===== config.mk =====
export PLATFORM = sky130hd
export DESIGN_NAME = dac_frame_sequencer
export DESIGN_NICKNAME = d
export VERILOG_FILES = /design/src/rtl/dac_frame_sequencer.sv
export SDC_FILE = /design/constraint.sdc
export NUM_CORES = 1
export LEC_CHECK = 0
export ABC_CLOCK_PERIOD_IN_PS = 3200
export CAP_MARGIN = 10
export CORE_ASPECT_RATIO = 0.8
export CORE_MARGIN = 2
export CORE_UTILIZATION = 50
export CTS_CLUSTER_DIAMETER = 30
export DETAILED_ROUTE_END_ITERATION = 10
export PLACE_DENSITY = 0.8
export SLEW_MARGIN = 20
export SYNTH_ARGS = -nofsm -noshare
export SYNTH_HDL_FRONTEND = slang
export SYNTH_SLANG_ARGS = --single-unit

===== constraint.sdc =====
create_clock -name clk -period 3.2 [get_ports clk]
set_clock_uncertainty 0.2 [all_clocks]
set_input_delay 0.48 -clock clk [delete_from_list [all_inputs] [get_ports clk]]
set_output_delay 0.48 -clock clk [all_outputs]
set_load 0.005 [all_outputs]

===== src/rtl/dac_frame_sequencer.sv =====
`default_nettype none
// ============================================================================
// Module   : dac_frame_sequencer
// Purpose  : Snapshots eight DAC channel codes on trigger, sends one serializer
//            word per enabled channel, then pulses LDAC to update all outputs.
// Revision : 1.0
// ============================================================================
module dac_frame_sequencer #(
  parameter int NUM_CH      = 8,
  parameter int DATA_W      = 12,
  parameter int LDAC_CYCLES = 4
) (
  input  logic                     clk,
  input  logic                     rst_n,
  input  logic                     trigger,
  input  logic [NUM_CH*DATA_W-1:0] ch_data,
  input  logic [NUM_CH-1:0]        ch_en,
  input  logic                     clr_overrun,
  output logic [15:0]              ser_data,
  output logic                     ser_start,
  input  logic                     ser_done,
  output logic                     LDAC,
  output logic                     busy,
  output logic                     frame_done,
  output logic                     overrun
);

  localparam int IDX_W = $clog2(NUM_CH + 1);
  localparam int CNT_W = (LDAC_CYCLES > 1) ? $clog2(LDAC_CYCLES) : 1;

  localparam logic [2:0] ST_IDLE   = 3'd0;
  localparam logic [2:0] ST_SCAN   = 3'd1;
  localparam logic [2:0] ST_GUARD  = 3'd2;
  localparam logic [2:0] ST_WAIT   = 3'd3;
  localparam logic [2:0] ST_LDAC   = 3'd4;
  localparam logic [2:0] ST_FINISH = 3'd5;

  logic [2:0]               state_q,      state_d;
  logic [IDX_W-1:0]         idx_q,        idx_d;
  logic [NUM_CH*DATA_W-1:0] snap_data_q,  snap_data_d;
  logic [NUM_CH-1:0]        snap_en_q,    snap_en_d;
  logic [CNT_W-1:0]         cnt_q,        cnt_d;
  logic [15:0]              ser_data_q,   ser_data_d;
  logic                     ser_start_q,  ser_start_d;
  logic                     ldac_q,       ldac_d;
  logic                     busy_q,       busy_d;
  logic                     frame_done_q, frame_done_d;
  logic                     overrun_q,    overrun_d;

  logic [2:0]               w_ch;
  logic [11:0]              w_code;

  always_comb begin
    state_d      = state_q;
    idx_d        = idx_q;
    snap_data_d  = snap_data_q;
    snap_en_d    = snap_en_q;
    cnt_d        = cnt_q;
    ser_data_d   = ser_data_q;
    ser_start_d  = 1'b0;
    ldac_d       = ldac_q;
    busy_d       = busy_q;
    frame_done_d = 1'b0;
    overrun_d    = overrun_q;

    w_ch   = idx_q[2:0];
    w_code = '0;
    w_code[DATA_W-1:0] = snap_data_q[w_ch*DATA_W +: DATA_W];

    // A dropped trigger takes priority over a simultaneous clear.
    if (trigger && busy_q) begin
      overrun_d = 1'b1;
    end else if (clr_overrun) begin
      overrun_d = 1'b0;
    end

    case (state_q)
      ST_IDLE: begin
        if (trigger) begin
          snap_data_d = ch_data;
          snap_en_d   = ch_en;
          idx_d       = '0;
          busy_d      = 1'b1;
          state_d     = ST_SCAN;
        end
      end
      ST_SCAN: begin
        if (snap_en_q == '0) begin
          state_d = ST_FINISH;
        end else if (idx_q == IDX_W'(NUM_CH)) begin
          ldac_d  = 1'b0;
          cnt_d   = CNT_W'(LDAC_CYCLES - 1);
          state_d = ST_LDAC;
        end else if (snap_en_q[w_ch]) begin
          ser_data_d  = {1'b0, w_ch, w_code};
          ser_start_d = 1'b1;
          state_d     = ST_GUARD;
        end else begin
          idx_d = idx_q + IDX_W'(1);
        end
      end
      // One dead cycle so a done level left over from the last word is ignored.
      ST_GUARD: state_d = ST_WAIT;
      ST_WAIT: begin
        if (ser_done) begin
          idx_d   = idx_q + IDX_W'(1);
          state_d = ST_SCAN;
        end
      end
      ST_LDAC: begin
        if (cnt_q == '0) begin
          ldac_d  = 1'b1;
          state_d = ST_FINISH;
        end else begin
          cnt_d = cnt_q - CNT_W'(1);
        end
      end
      ST_FINISH: begin
        frame_done_d = 1'b1;
        busy_d       = 1'b0;
        state_d      = ST_IDLE;
      end
      default: state_d = ST_IDLE;
    endcase
  end

  always_ff @(posedge clk) begin
    if (!rst_n) begin
      state_q      <= ST_IDLE;
      idx_q        <= '0;
      snap_data_q  <= '0;
      snap_en_q    <= '0;
      cnt_q        <= '0;
      ser_data_q   <= '0;
      ser_start_q  <= 1'b0;
      ldac_q       <= 1'b1;
      busy_q       <= 1'b0;
      frame_done_q <= 1'b0;
      overrun_q    <= 1'b0;
    end else begin
      state_q      <= state_d;
      idx_q        <= idx_d;
      snap_data_q  <= snap_data_d;
      snap_en_q    <= snap_en_d;
      cnt_q        <= cnt_d;
      ser_data_q   <= ser_data_d;
      ser_start_q  <= ser_start_d;
      ldac_q       <= ldac_d;
      busy_q       <= busy_d;
      frame_done_q <= frame_done_d;
      overrun_q    <= overrun_d;
    end
  end

  assign ser_data   = ser_data_q;
  assign ser_start  = ser_start_q;
  assign LDAC       = ldac_q;
  assign busy       = busy_q;
  assign frame_done = frame_done_q;
  assign overrun    = overrun_q;

endmodule
`default_nettype wire

## Word level (Yosys, flattened, before mapping)

Index checks and enable logic that the tools add are counted.

| cells by class | value |
|---|---|
| $add $sub $neg | 2 |
| $mul | 1 |
| order comparisons | 1 |
| equal/unequal tests | 15 |
| shifts and indexed selects | 1 |
| muxes and demuxes | 29 |
| bitwise logic cells | 4 |
| reduce and logical (&&, ||, !) cells | 16 |

Operator list:

| operator | count |
|---|---|
| 96-bit by 8-bit variable part select with 12-bit output | 1 |
| 4-bit 2-to-1 mux | 5 |
| 3-bit 2-to-1 mux | 6 |
| 2-bit inequality test, second input constant | 8 |
| 4-bit AND reduction | 4 |
| 3-bit case mux with 5 select lines | 1 |
| 4-bit case mux with 3 select lines | 1 |
| 1-bit 2-to-1 mux | 9 |
| 8-bit logical NOT | 1 |
| 3-bit by 2-bit == test with 1-bit output, second input constant | 2 |
| 3-bit == test, second input constant | 2 |
| 2-bit 2-to-1 mux | 3 |
| 6-bit AND reduction | 1 |
| 2-bit nonzero test | 3 |
| 3-bit by 2-bit multiplier with 5-bit output, second input constant | 1 |
| 4-bit by 1-bit adder with 4-bit output, second input constant | 1 |
| 4-bit == test, second input constant | 1 |
| 3-bit by 4-bit < comparator with 1-bit output, second input constant | 1 |
| 4-bit inequality test, second input constant | 1 |
| 1-bit inverter | 4 |
| 1-bit case mux with 2 select lines | 2 |
| 2-bit case mux with 2 select lines | 1 |
| 2-bit AND reduction | 2 |
| 4-bit OR reduction | 1 |
| 7 further kinds | 7 |

| word-level totals | value |
|---|---|
| bits in registers | 133 |
| input bits | 109 |
| output and inout bits | 21 |
| logic and storage cells | 80 |

## Longest topological paths before layout

Gate-level depths: netlist (run 1).

| logic depth | value |
|---|---|
| depth after elaboration | 6 |
| depth in mapped cells | 11 |
| gate-level depth less buffers | 7 |

## Worst setup path before layout (run 1)

OpenSTA, ideal clock, no wires.

| timing | value |
|---|---|
| path kind | flip-flop to flip-flop |
| start point | register idx_q[1] |
| end point | register ser_data_q[10], in the netlist ser_data[10] |
| library setup time | 0.116 ns |
| arrival | 2.468 ns |
| path slack | 0.416 ns |
| cell stages (with the launch flop) | 12 |
| buffers on the path | 4 |
| period minus slack after synthesis | 2.784 ns |
| path through | dfxtp_1 -> buf_1 -> clkbuf_1 -> inv_1 -> ha_1 -> nand3b_1 -> a21bo_2 -> nor4_1 -> buf_2 -> buf_4 -> nand2_1 -> o211a_1 |

| between the ends | value |
|---|---|
| longest elaborated chain between the ends | 3 |
| elaborated cells on any way between the ends | 7 |

Ends and longest elaborated chain:

| item | RTL line | source |
|---|---|---|
| start: declaration | 39 | `logic [IDX_W-1:0] idx_q, idx_d;` |
| start signal: assignment | 142 | `idx_q <= idx_d;` |
| branches (longest 3 deep; another with 3-bit by 2-bit multiplier with 5-bit output) | n/a |  |
| end signal: assignment | 146 | `ser_data_q <= ser_data_d;` |
| end: declaration | 43 | `logic [15:0] ser_data_q, ser_data_d;` |

Parallel ways; which one is timed is not known. The select of a mux whose other input is x is not followed.
A chain may end at the register's enable or synchronous reset.

## Worst setup path in the final report (run 1)

| timing | value |
|---|---|
| start point | register idx_q[0] |
| end point | register idx_q[3] |

| between the ends | value |
|---|---|
| longest elaborated chain between the ends | 5 |
| elaborated cells on any way between the ends | 12 |

Ends and longest elaborated chain:

| item | RTL line | source |
|---|---|---|
| 4-bit by 1-bit adder with 4-bit output | 99, 106 |  |
| 4-bit 2-to-1 mux | 94 | `end else if (snap_en_q[w_ch]) begin` |
| 4-bit 2-to-1 mux | 90 | `end else if (idx_q == IDX_W'(NUM_CH)) begin` |
| 4-bit 2-to-1 mux | 88 | `if (snap_en_q == '0) begin` |
| 4-bit case mux with 3 select lines | 77 | `case (state_q)` |

Parallel ways exist; a longest one is shown, timed or not. The select of a mux whose other input is x is not followed.

==> impl_metrics.env, run 1 <==
export IMPL_path_max_fanout=11
export IMPL_syn_avg_cell_area_sq_um=8.99
export IMPL_async_flop_share_pct=0
export IMPL_fin_cells=900
export IMPL_die_w_um=124
export IMPL_maxCapViolations=0
export IMPL_rsz0062_at_grt="no"
export IMPL_drt_antenna_violating_nets=0
export IMPL_cts_resized_gates=0
export IMPL_antenna_found_initial=0
export IMPL_relSlewSlack_pct=57.7
export IMPL_htreeDepth=4
export IMPL_start_util_pct=52.1
export IMPL_vdd_drop_max_v=0.000423
export IMPL_hp_class="register to register"
export IMPL_timing_final_crit_share_pct=78.4
export IMPL_grt_pass1_wl_um=23000
export IMPL_p_leak_nw=2.91
export IMPL_crit_type="register to register"
export IMPL_syn_cell_area_sq_mm=0.00574
export IMPL_max_freq_ghz=0.398
export IMPL_period_needed_ps=2510
export IMPL_r2r_start="idx_q[0]"
export IMPL_synthFlopType="dfxtp_1"
export IMPL_postSynthCellCount=638
export IMPL_nets=855
export IMPL_synth_edf_count=0
export IMPL_core_area_sq_mm=0.0110
export IMPL_vias=4881
export IMPL_io_buffers=128
export IMPL_grt_pass1_vias=4748
export IMPL_cpMaxStageDelayCell="mux4_1"
export IMPL_post_drt_wl_per_cell_um=16.0
export IMPL_cp_required_ps=3320
export IMPL_drc_errors=0
export IMPL_yosysSeqAreaShare_pct=46.4
export IMPL_rows=34
export IMPL_mostFrequentLayoutCell="nand2_1"
export IMPL_area_delta_synth_final_pct=34.4
export IMPL_worst_path_buf_inv=0
export IMPL_cts_setup_buffers=0
export IMPL_cts_buffer_depth=2
export IMPL_antennaDiodeCount=0
export IMPL_final_cell_area_sq_mm=0.00771
export IMPL_placed_cells=868
export IMPL_drtIter0Drc=280
export IMPL_die_y_um=99.8
export IMPL_fillers=842
export IMPL_grtUsageTotal_pct=24.4
export IMPL_gp_congestion=0.802
export IMPL_cellPowerDensity_mw_per_mm2=604
export IMPL_slowest_delay_ps=630
export IMPL_setup_viol=0
export IMPL_maxSlewViolCount=0
export IMPL_critical_path_top_delay_family="multiplexers"
export IMPL_synthDistinctLibCells=40
export IMPL_cts_buffers=17
export IMPL_grt_start_max_net_pins=105
export IMPL_syn_nets=750
export IMPL_ys_seq_elements=133
export IMPL_utilization_pct=70.0
export IMPL_min_from="snap_data_q[11]"
export IMPL_cts_root_buf="clkbuf_16"
export IMPL_layout_drive_gt1_share_pct=9.66
export IMPL_wl_um=14400
export IMPL_ys_warn_count=0
export IMPL_cts_tree="yes"
export IMPL_hold_viol=0
export IMPL_clk_pin_slew_ps=50
export IMPL_status="finished clean"
export IMPL_mostFrequentLayoutCells="nand2_1, dfxtp_1, clkdlybuf4s50_1"
export IMPL_drtPass1Iterations=5
export IMPL_crit_start="idx_q[0]"
export IMPL_ios=130
export IMPL_die_area_sq_mm=0.0124
export IMPL_tns_ps=0
export IMPL_arrival_ps=2630
export IMPL_gr_total_overflow=0
export IMPL_worst_pin_slew_ps=633
export IMPL_hold_buffers=0
export IMPL_via_per_inst=5.42
export IMPL_dpl_cell_area_sq_mm=0.00710
export IMPL_crit_path_end_kind="register"
export IMPL_clk_latency_ps=410
export IMPL_clock_sinks=133
export IMPL_start_kind="register"
export IMPL_path_cells="mux4_1 -> mux2i_2 -> a31oi_1 -> a211o_1 -> o32ai_2"
export IMPL_dp_hpwl_um=9910
## synthesized netlist by cell type (3+ instances only)
cell type | number | share of area [%]
buf_4 | 3 | 0.39
clkbuf_1 | 36 | 2.4
nand3_1 | 4 | 0.35
nor4_1 | 3 | 0.33
inv_1 | 7 | 0.46
nand2_1 | 234 | 15
o21ai_0 | 3 | 0.26
mux4_2 | 25 | 9.8
nor2b_1 | 4 | 0.44
mux2i_1 | 17 | 3.0
buf_1 | 3 | 0.20
dfxtp_1 | 133 | 46
buf_2 | 9 | 0.78
o211a_1 | 12 | 2.1
ha_1 | 3 | 0.65
nor2_1 | 4 | 0.26
a21boi_0 | 69 | 9.0
nand3b_1 | 4 | 0.52
a21oi_1 | 38 | 3.3
## through the flow
stage               setup WS, ps  hold slack, ps  total power, mW
global route                 583             276             4.86
floorplan                    416             233             2.39
detailed placement           676             249             2.70
global placement             744             240             2.67
finish                       690             257             4.65
CTS                          671             257             4.69
## final timing paths
| check | endpoint | slack, ps | depth (start not counted) |
|---|---|---|---|
| max | idx_q[3] | 690 | 5 |
| min | snap_data_q[11] | 260 | 2 |
| max reg2reg | idx_q[3] | 690 | 5 |
| min reg2reg | snap_data_q[11] | 260 | 2 |
## sequential cells by signal (all words and copies together), names as in the netlist
signal       cells
cnt_q            2
snap_en_q        8
snap_data_q     96
idx_q            4
frame_done       1
overrun          1
state_q          3
ser_data        15
ser_start        1
busy             1
LDAC             1
## final cells by class
class	count	area [sq um]	share of cell area [%]
Inverter	8	30.0	0.389
Sequential cell	133	2660	34.5
Tap cell	144	180	2.34
Clock inverter	9	124	1.61
Multi-Input combinational cell	446	2840	36.9
Clock buffer	23	488	6.33
Timing Repair Buffer	137	1380	17.9
## logic make-up after synthesis
group / synth area share (%)
and+or+nand+nor: 18.5
AOI/OAI and AO/OA: 16.4
DFF: 46.4
buffers and inverters: 4.25
muxes: 13.7
adders and majority gates: 0.654
other: 0.0654
## power breakdown
| part | switching (mW) | internal (mW) | leakage (nW) |
|---|---|---|---|
| combinational | 0.384 | 0.381 | 1.52 |
| sequential | 0.103 | 1.80 | 1.09 |
| clock | 0.683 | 1.30 | 0.307 |
| total | 1.17 | 3.49 | 2.91 |
## tightest hold or removal path: stages (launching register included)
cell and delay, ps:
dfxtp_1 310, nand2_1 50, a21oi_1 50
## layer usage
metal | track usage (%) | wire (um)
met5 | 0 | 0
met4 | 9.09 | 233
met3 | 5.11 | 800
met2 | 39.2 | 7040
met1 | 32.4 | 6360
No activity file was read; power rests on OpenSTA's default activity.
==> inputs of run 2 (changes only) <==
- ABC_CLOCK_PERIOD_IN_PS: 3200 -> 2200
- CORE_UTILIZATION: 50 -> 45
- PLACE_DENSITY: 0.8 -> 0.76
- clock period: 3.2 -> 2.2 ns (I/O delays scaled with it)
==> run 2 against run 1 <==
  * Clock power increased by 47%
  * Maximum frequency up 14%
  * Sequential share of layout area decreased by 1.4 points
  * Core utilization fell by 4.6 points
  * Combinational power up 69%
  * Non-clock buffer count is 23 higher
  * First-iteration DRC count grew 28%
  * Clock-buffer cell count shrank 3
  * Wire length up 4.8%
  * Worst hold slack worse by 200 ps
  * Total power increased by 49%
  * Flip-flop and latch count unchanged
  * Largest power group unchanged
==> impl_metrics.env, run 2 (same netlist as run 1, synthesis figures left out) <==
export IMPL_status="finished clean"
export IMPL_hp_class="input port to register"
export IMPL_clock_sinks=133
export IMPL_cts_buffer_depth=2
export IMPL_die_area_sq_mm=0.0137
export IMPL_vdd_drop_max_v=0.000726
export IMPL_core_area_sq_mm=0.0123
export IMPL_reg2regPathDepth=6
export IMPL_r2r_start="idx_q[0]"
export IMPL_hold_viol=0
export IMPL_clk_latency_ps=420
export IMPL_start_util_pct=46.7
export IMPL_hold_end="LDAC"
export IMPL_cellPowerDensity_mw_per_mm2=865
export IMPL_p_leak_nw=3.04
export IMPL_nets=878
export IMPL_cts_tree="yes"
export IMPL_cts_root_buf="clkbuf_16"
export IMPL_layout_drive_gt1_share_pct=13.1
export IMPL_max_freq_ghz=0.455
export IMPL_drt_antenna_violating_nets=0
export IMPL_grt_start_max_net_pins=105
export IMPL_grt_pass1_wl_um=23800
export IMPL_sw_frac_of_total_pct=26.0
export IMPL_reg2reg_to="idx_q[1]"
export IMPL_worst_path_buf_inv=1
export IMPL_fillers=980
export IMPL_gp_congestion=0.855
export IMPL_start_kind="register"
export IMPL_maxSlewViolCount=0
export IMPL_cp_required_ps=2300
export IMPL_hold_slack_ps=53.4
export IMPL_top_register="snap_data_q"
export IMPL_seqCellArea_sq_mm=0.00267
export IMPL_seqPwrFrac_pct=39.5
export IMPL_antenna_found_initial=0
export IMPL_slowest_delay_ps=560
export IMPL_worst_pin_slew_ps=647
export IMPL_die_y_um=105
export IMPL_min_from="rst_n"
export IMPL_gr_total_overflow=0
export IMPL_timing_final_crit_share_pct=99.9
export IMPL_area_delta_synth_final_pct=40.2
export IMPL_rrSetupSlack_ps=3
export IMPL_drtIter0Drc=357
export IMPL_cellInternalPower_mw=5.15
export IMPL_p_clk_share_pct=42.0
export IMPL_rows=36
export IMPL_hold_buffers=0
export IMPL_clk_pin_slew_ps=60
export IMPL_mostFrequentLayoutCell="nand2_1"
export IMPL_period_needed_ps=2200
export IMPL_p_comb_share_pct=18.5
export IMPL_rsz0062_at_grt="yes"
export IMPL_vias=5048
export IMPL_crit_path_end_kind="register"
export IMPL_ios=130
export IMPL_htreeDepth=4
export IMPL_cpMaxStageDelayCell="mux4_1"
export IMPL_whs_path_depth=2
export IMPL_dp_hpwl_um=10100
export IMPL_p_sw_mw=1.81
export IMPL_maxCapViolations=0
export IMPL_grt_pass1_vias=4844
export IMPL_die_w_um=130
export IMPL_io_buffers=128
export IMPL_tns_ps=0
export IMPL_via_per_inst=5.31
export IMPL_setup_viol=0
export IMPL_relSlewSlack_pct=56.8
export IMPL_path_cells="mux4_1 -> mux2i_2 -> a31oi_2 -> a211o_1 -> buf_4 -> mux2i_1"
export IMPL_post_drt_wl_per_cell_um=15.9
export IMPL_antennaDiodeCount=0
export IMPL_grtUsageTotal_pct=22.3
export IMPL_largest_register_ffs=96
export IMPL_critical_path_top_delay_family="multiplexers"
export IMPL_arrival_ps=2290
export IMPL_path_max_fanout=4
export IMPL_cts_buffers=17
export IMPL_power_mw=6.96
export IMPL_drtPass1Iterations=5
export IMPL_multi_input_area_sq_mm=0.00288
export IMPL_drc_errors=0
export IMPL_mostFrequentLayoutCells="nand2_1, dfxtp_1, clkdlybuf4s50_1"
export IMPL_crit_type="register to register"
export IMPL_wl_um=15100
[run 2: cell types whose count changed in the layout (fill, tap and decap cells not counted), sizes merged]
cell and change:
clkinv -3, clkinvlp +5, buf +21, inv +1, clkbuf -1
[run 2: repair_timing]
item | 4_1_cts | 5_1_grt
cloned | 0 | 2
pin swaps | 1 | 5
resized for setup | 0 | 8
setup endpoints to repair | 1 | 4
setup buffers | 0 | 7
[run 2: per-layer routing]
metal  GRT usage, %  vias to the layer above  wire (um)
li1               -                     2426          -
met2           36.2                      162       7370
met1           29.0                     2435       6540
met3           5.63                       25        934
met5              0                        -          0
met4           7.60                        0        274
[run 2: power groups by stage]
stage,Clock (mW),Combinational (mW),Sequential [mW]
2_1_floorplan,0,0.744,2.75
3_3_place_gp,0,1.18,2.78
3_5_place_dp,0,1.21,2.79
4_1_cts,2.94,1.22,2.74
5_1_grt,3.06,1.41,2.77
6_report,2.92,1.29,2.75
[run 2: worst reg2reg max path, stage by stage, from the launching register on]
cell	delay (ps)
dfxtp_4	360
mux4_1	560
mux2i_2	210
a31oi_2	130
a211o_1	350
buf_4	160
mux2i_1	110
[run 2: per-stage QoR]
step / worst slack, ps / std cells / area (sq um) / utilization (%)
floorplan: 1.39 / 638 / 5800 / -
global placement: 79.8 / 909 / 7290 / 59.3
detailed placement: -11.1 / 909 / 7290 / 59.3
CTS: 15.9 / 941 / 7910 / 64.3
global route: -63.3 / 950 / 8040 / 65.4
finish: 3.17 / 950 / 8040 / 65.4
[run 2: cell type report]
| cell class | instances | share of cell area (%) |
|---|---|---|
| tap | 171 | 2.66 |
| multi-input combinational | 446 | 35.8 |
| clock buffer | 20 | 5.80 |
| timing repair buffer | 160 | 20.3 |
| inverter | 8 | 0.404 |
| clock inverter | 12 | 1.88 |
| sequential | 133 | 33.2 |
[run 2: worst max path at each step]
| stage | start | endpoint | cells after the start |
|---|---|---|---|
| floorplan | idx_q[1] | ser_data[10] | 11 |
| global placement | idx_q[0] | idx_q[3] | 5 |
| detailed placement | idx_q[0] | idx_q[3] | 5 |
| CTS | idx_q[0] | idx_q[3] | 5 |
| global route | idx_q[0] | ser_data[14] | 10 |
| finish | idx_q[0] | idx_q[1] | 6 |
==> inputs of run 3 (changes only) <==
- ABC_CLOCK_PERIOD_IN_PS: 2200 -> 1900
- PLACE_DENSITY: 0.76 -> 0.79
- clock period: 2.2 -> 1.9 ns (I/O delays scaled with it)
==> run 3 against run 2 <==
  * The flow now finishes with violations (negative setup slack)
  * Combinational power rose by 19%
  * Non-clock buffer count grew 3
  * Total power rose by 15%
  * Design area up 0.28%
  * Clock power rose by 12%
  * Worst setup slack worse by 160 ps
  * Wire length up 2.3%
  * Critical path depth is the same
  * Cell count rose by 0.32%
  * Global-route usage increased by 1.1 points
  * Largest power group unchanged
  * Highest routed layer unchanged
==> impl_metrics.env, run 3 (same netlist as run 1, synthesis figures left out) <==
export IMPL_status="finished, violations left"
export IMPL_failed_checks="negative setup slack"
export IMPL_cts_root_buf="clkbuf_16"
export IMPL_largest_register_ffs=96
export IMPL_layout_drive_gt1_share_pct=14.2
export IMPL_cpMaxStageDelayCell="mux4_2"
export IMPL_die_area_sq_mm=0.0137
export IMPL_mostFrequentLayoutCell="nand2_1"
export IMPL_use_met1_pct=29.3
export IMPL_path_cells="mux4_2 -> mux2i_2 -> a31oi_1 -> a211o_1 -> buf_4 -> o22ai_2"
export IMPL_maxSlewViolCount=0
export IMPL_grt_pass1_wl_um=24900
export IMPL_grtUsageTotal_pct=23.4
export IMPL_core_area_sq_mm=0.0123
export IMPL_drtIter0Drc=347
export IMPL_clk_latency_ps=420
export IMPL_crit_path_end_kind="register"
export IMPL_die_y_um=105
export IMPL_grt_start_max_net_pins=53
export IMPL_vdd_drop_max_v=0.000758
export IMPL_placed_cells=920
export IMPL_whs_path_depth=3
export IMPL_mostFrequentLayoutCells="nand2_1, dfxtp_1, clkdlybuf4s50_1"
export IMPL_reg2regPathDepth=6
export IMPL_rows=36
export IMPL_rsz0062_at_grt="yes"
export IMPL_cts_buffer_depth=2
export IMPL_grtUsageMet2_pct=38.6
export IMPL_antennaDiodeCount=0
export IMPL_seqCellArea_sq_mm=0.00267
export IMPL_p_leak_nw=3.05
export IMPL_drtPass1Iterations=5
export IMPL_gr_total_overflow=0
export IMPL_worst_path_buf_inv=1
export IMPL_wl_um=15500
export IMPL_start_kind="register"
export IMPL_period_needed_ps=2060
export IMPL_die_w_um=130
export IMPL_timing_final_crit_share_pct=108
export IMPL_setup_viol=21
export IMPL_clk_pin_slew_ps=60
export IMPL_preCtsSetupSlack_ps=-205
export IMPL_relSlewSlack_pct=55.6
export IMPL_area_delta_synth_final_pct=40.6
export IMPL_slowest_delay_ps=500
export IMPL_maxCapViolations=0
export IMPL_drt_antenna_violating_nets=0
export IMPL_grt_pass1_vias=5029
export IMPL_io_buffers=128
export IMPL_fin_cells=953
export IMPL_worst_pin_slew_ps=665
export IMPL_via_per_inst=5.18
export IMPL_power_mw=8.00
export IMPL_gp_congestion=0.786
export IMPL_top_usage_layer="met2"
export IMPL_hold_viol=0
export IMPL_path_max_fanout=4
export IMPL_arrival_ps=2200
export IMPL_max_freq_ghz=0.486
export IMPL_cts_buffers=17
export IMPL_cellPowerDensity_mw_per_mm2=991
export IMPL_clock_sinks=133
export IMPL_multi_input_area_sq_mm=0.00291
export IMPL_post_drt_wl_per_cell_um=16.2
export IMPL_antenna_found_initial=0
export IMPL_critical_path_top_delay_family="multiplexers"
export IMPL_cp_depth=6
export IMPL_ios=130
export IMPL_hp_class="input port to register"
export IMPL_cp_required_ps=2040
export IMPL_nets=881
export IMPL_htreeDepth=4
export IMPL_vias=4940
export IMPL_dp_hpwl_um=10800
export IMPL_fin_ws_ps=-158
export IMPL_crit_type="register to register"
export IMPL_start_util_pct=46.7
export IMPL_top_register="snap_data_q"
export IMPL_hold_buffers=0
export IMPL_fillers=943
export IMPL_globalRouteMet3Util_pct=6.20
export IMPL_drc_errors=0
export IMPL_cts_tree="yes"
run 3: changes by cell type in the layout (fill, tap and decap cells not counted), sizes merged:
cell and change:
inv +1, clkinv -1, clkinvlp -1, bufinv -1, buf +5
run 3: layout make-up:
cell class | count | area share, %
clock inverters | 10 | 1.50
inverters | 8 | 0.403
multi-input cells | 446 | 36.1
repair buffers | 163 | 20.4
flip-flops and latches | 133 | 33.1
clock buffers | 22 | 5.88
well taps | 171 | 2.65
run 3: per-stage QoR:
step	hold slack, ps	util [%]	cell area (sq um)	TNS, ps
6_report	49.1	65.6	8070	-2150
5_1_grt	65.2	65.6	8070	-3260
4_1_cts	34.6	65.4	8040	-2130
3_5_place_dp	251	60.2	7400	-12540
3_3_place_gp	243	60.2	7400	-12180
2_1_floorplan	221	-	5820	-5450
run 3: routing by layer:
metal | vias to the layer above | routed length (um)
li1 | 2432 | -
met1 | 2339 | 6770
met2 | 143 | 7500
met3 | 26 | 859
met4 | 0 | 333
met5 | - | 0
run 3: path summary, 6_finish.rpt:
| check | startpoint | end | slack, ps |
|---|---|---|---|
| hold / removal | rst_n | state_q[0] | 50 |
| hold reg to reg | snap_data_q[12] | snap_data_q[12] | 260 |
| setup reg to reg | idx_q[0] | idx_q[2] | -160 |
| setup / recovery | idx_q[0] | idx_q[2] | -160 |
run 3: worst reg2reg max path, delay by kind of cell (launching register included):
family	cells	cell delay, ps
compound gates	3	550
buf+inv	1	170
flops	1	370
mux	2	700
run 3: timing repair:
action | in CTS | in global routing
endpoints found under the setup margin | 23 | 23
pin swaps | 3 | 4
cloned | 0 | 0
resized for setup | 6 | 7
setup buffers | 2 | 0
run 3: report_power, final:
part,internal [mW],switching [mW]
registers,3.03,0.155
logic,0.803,0.736
clock network,2.04,1.22
total,5.88,2.11
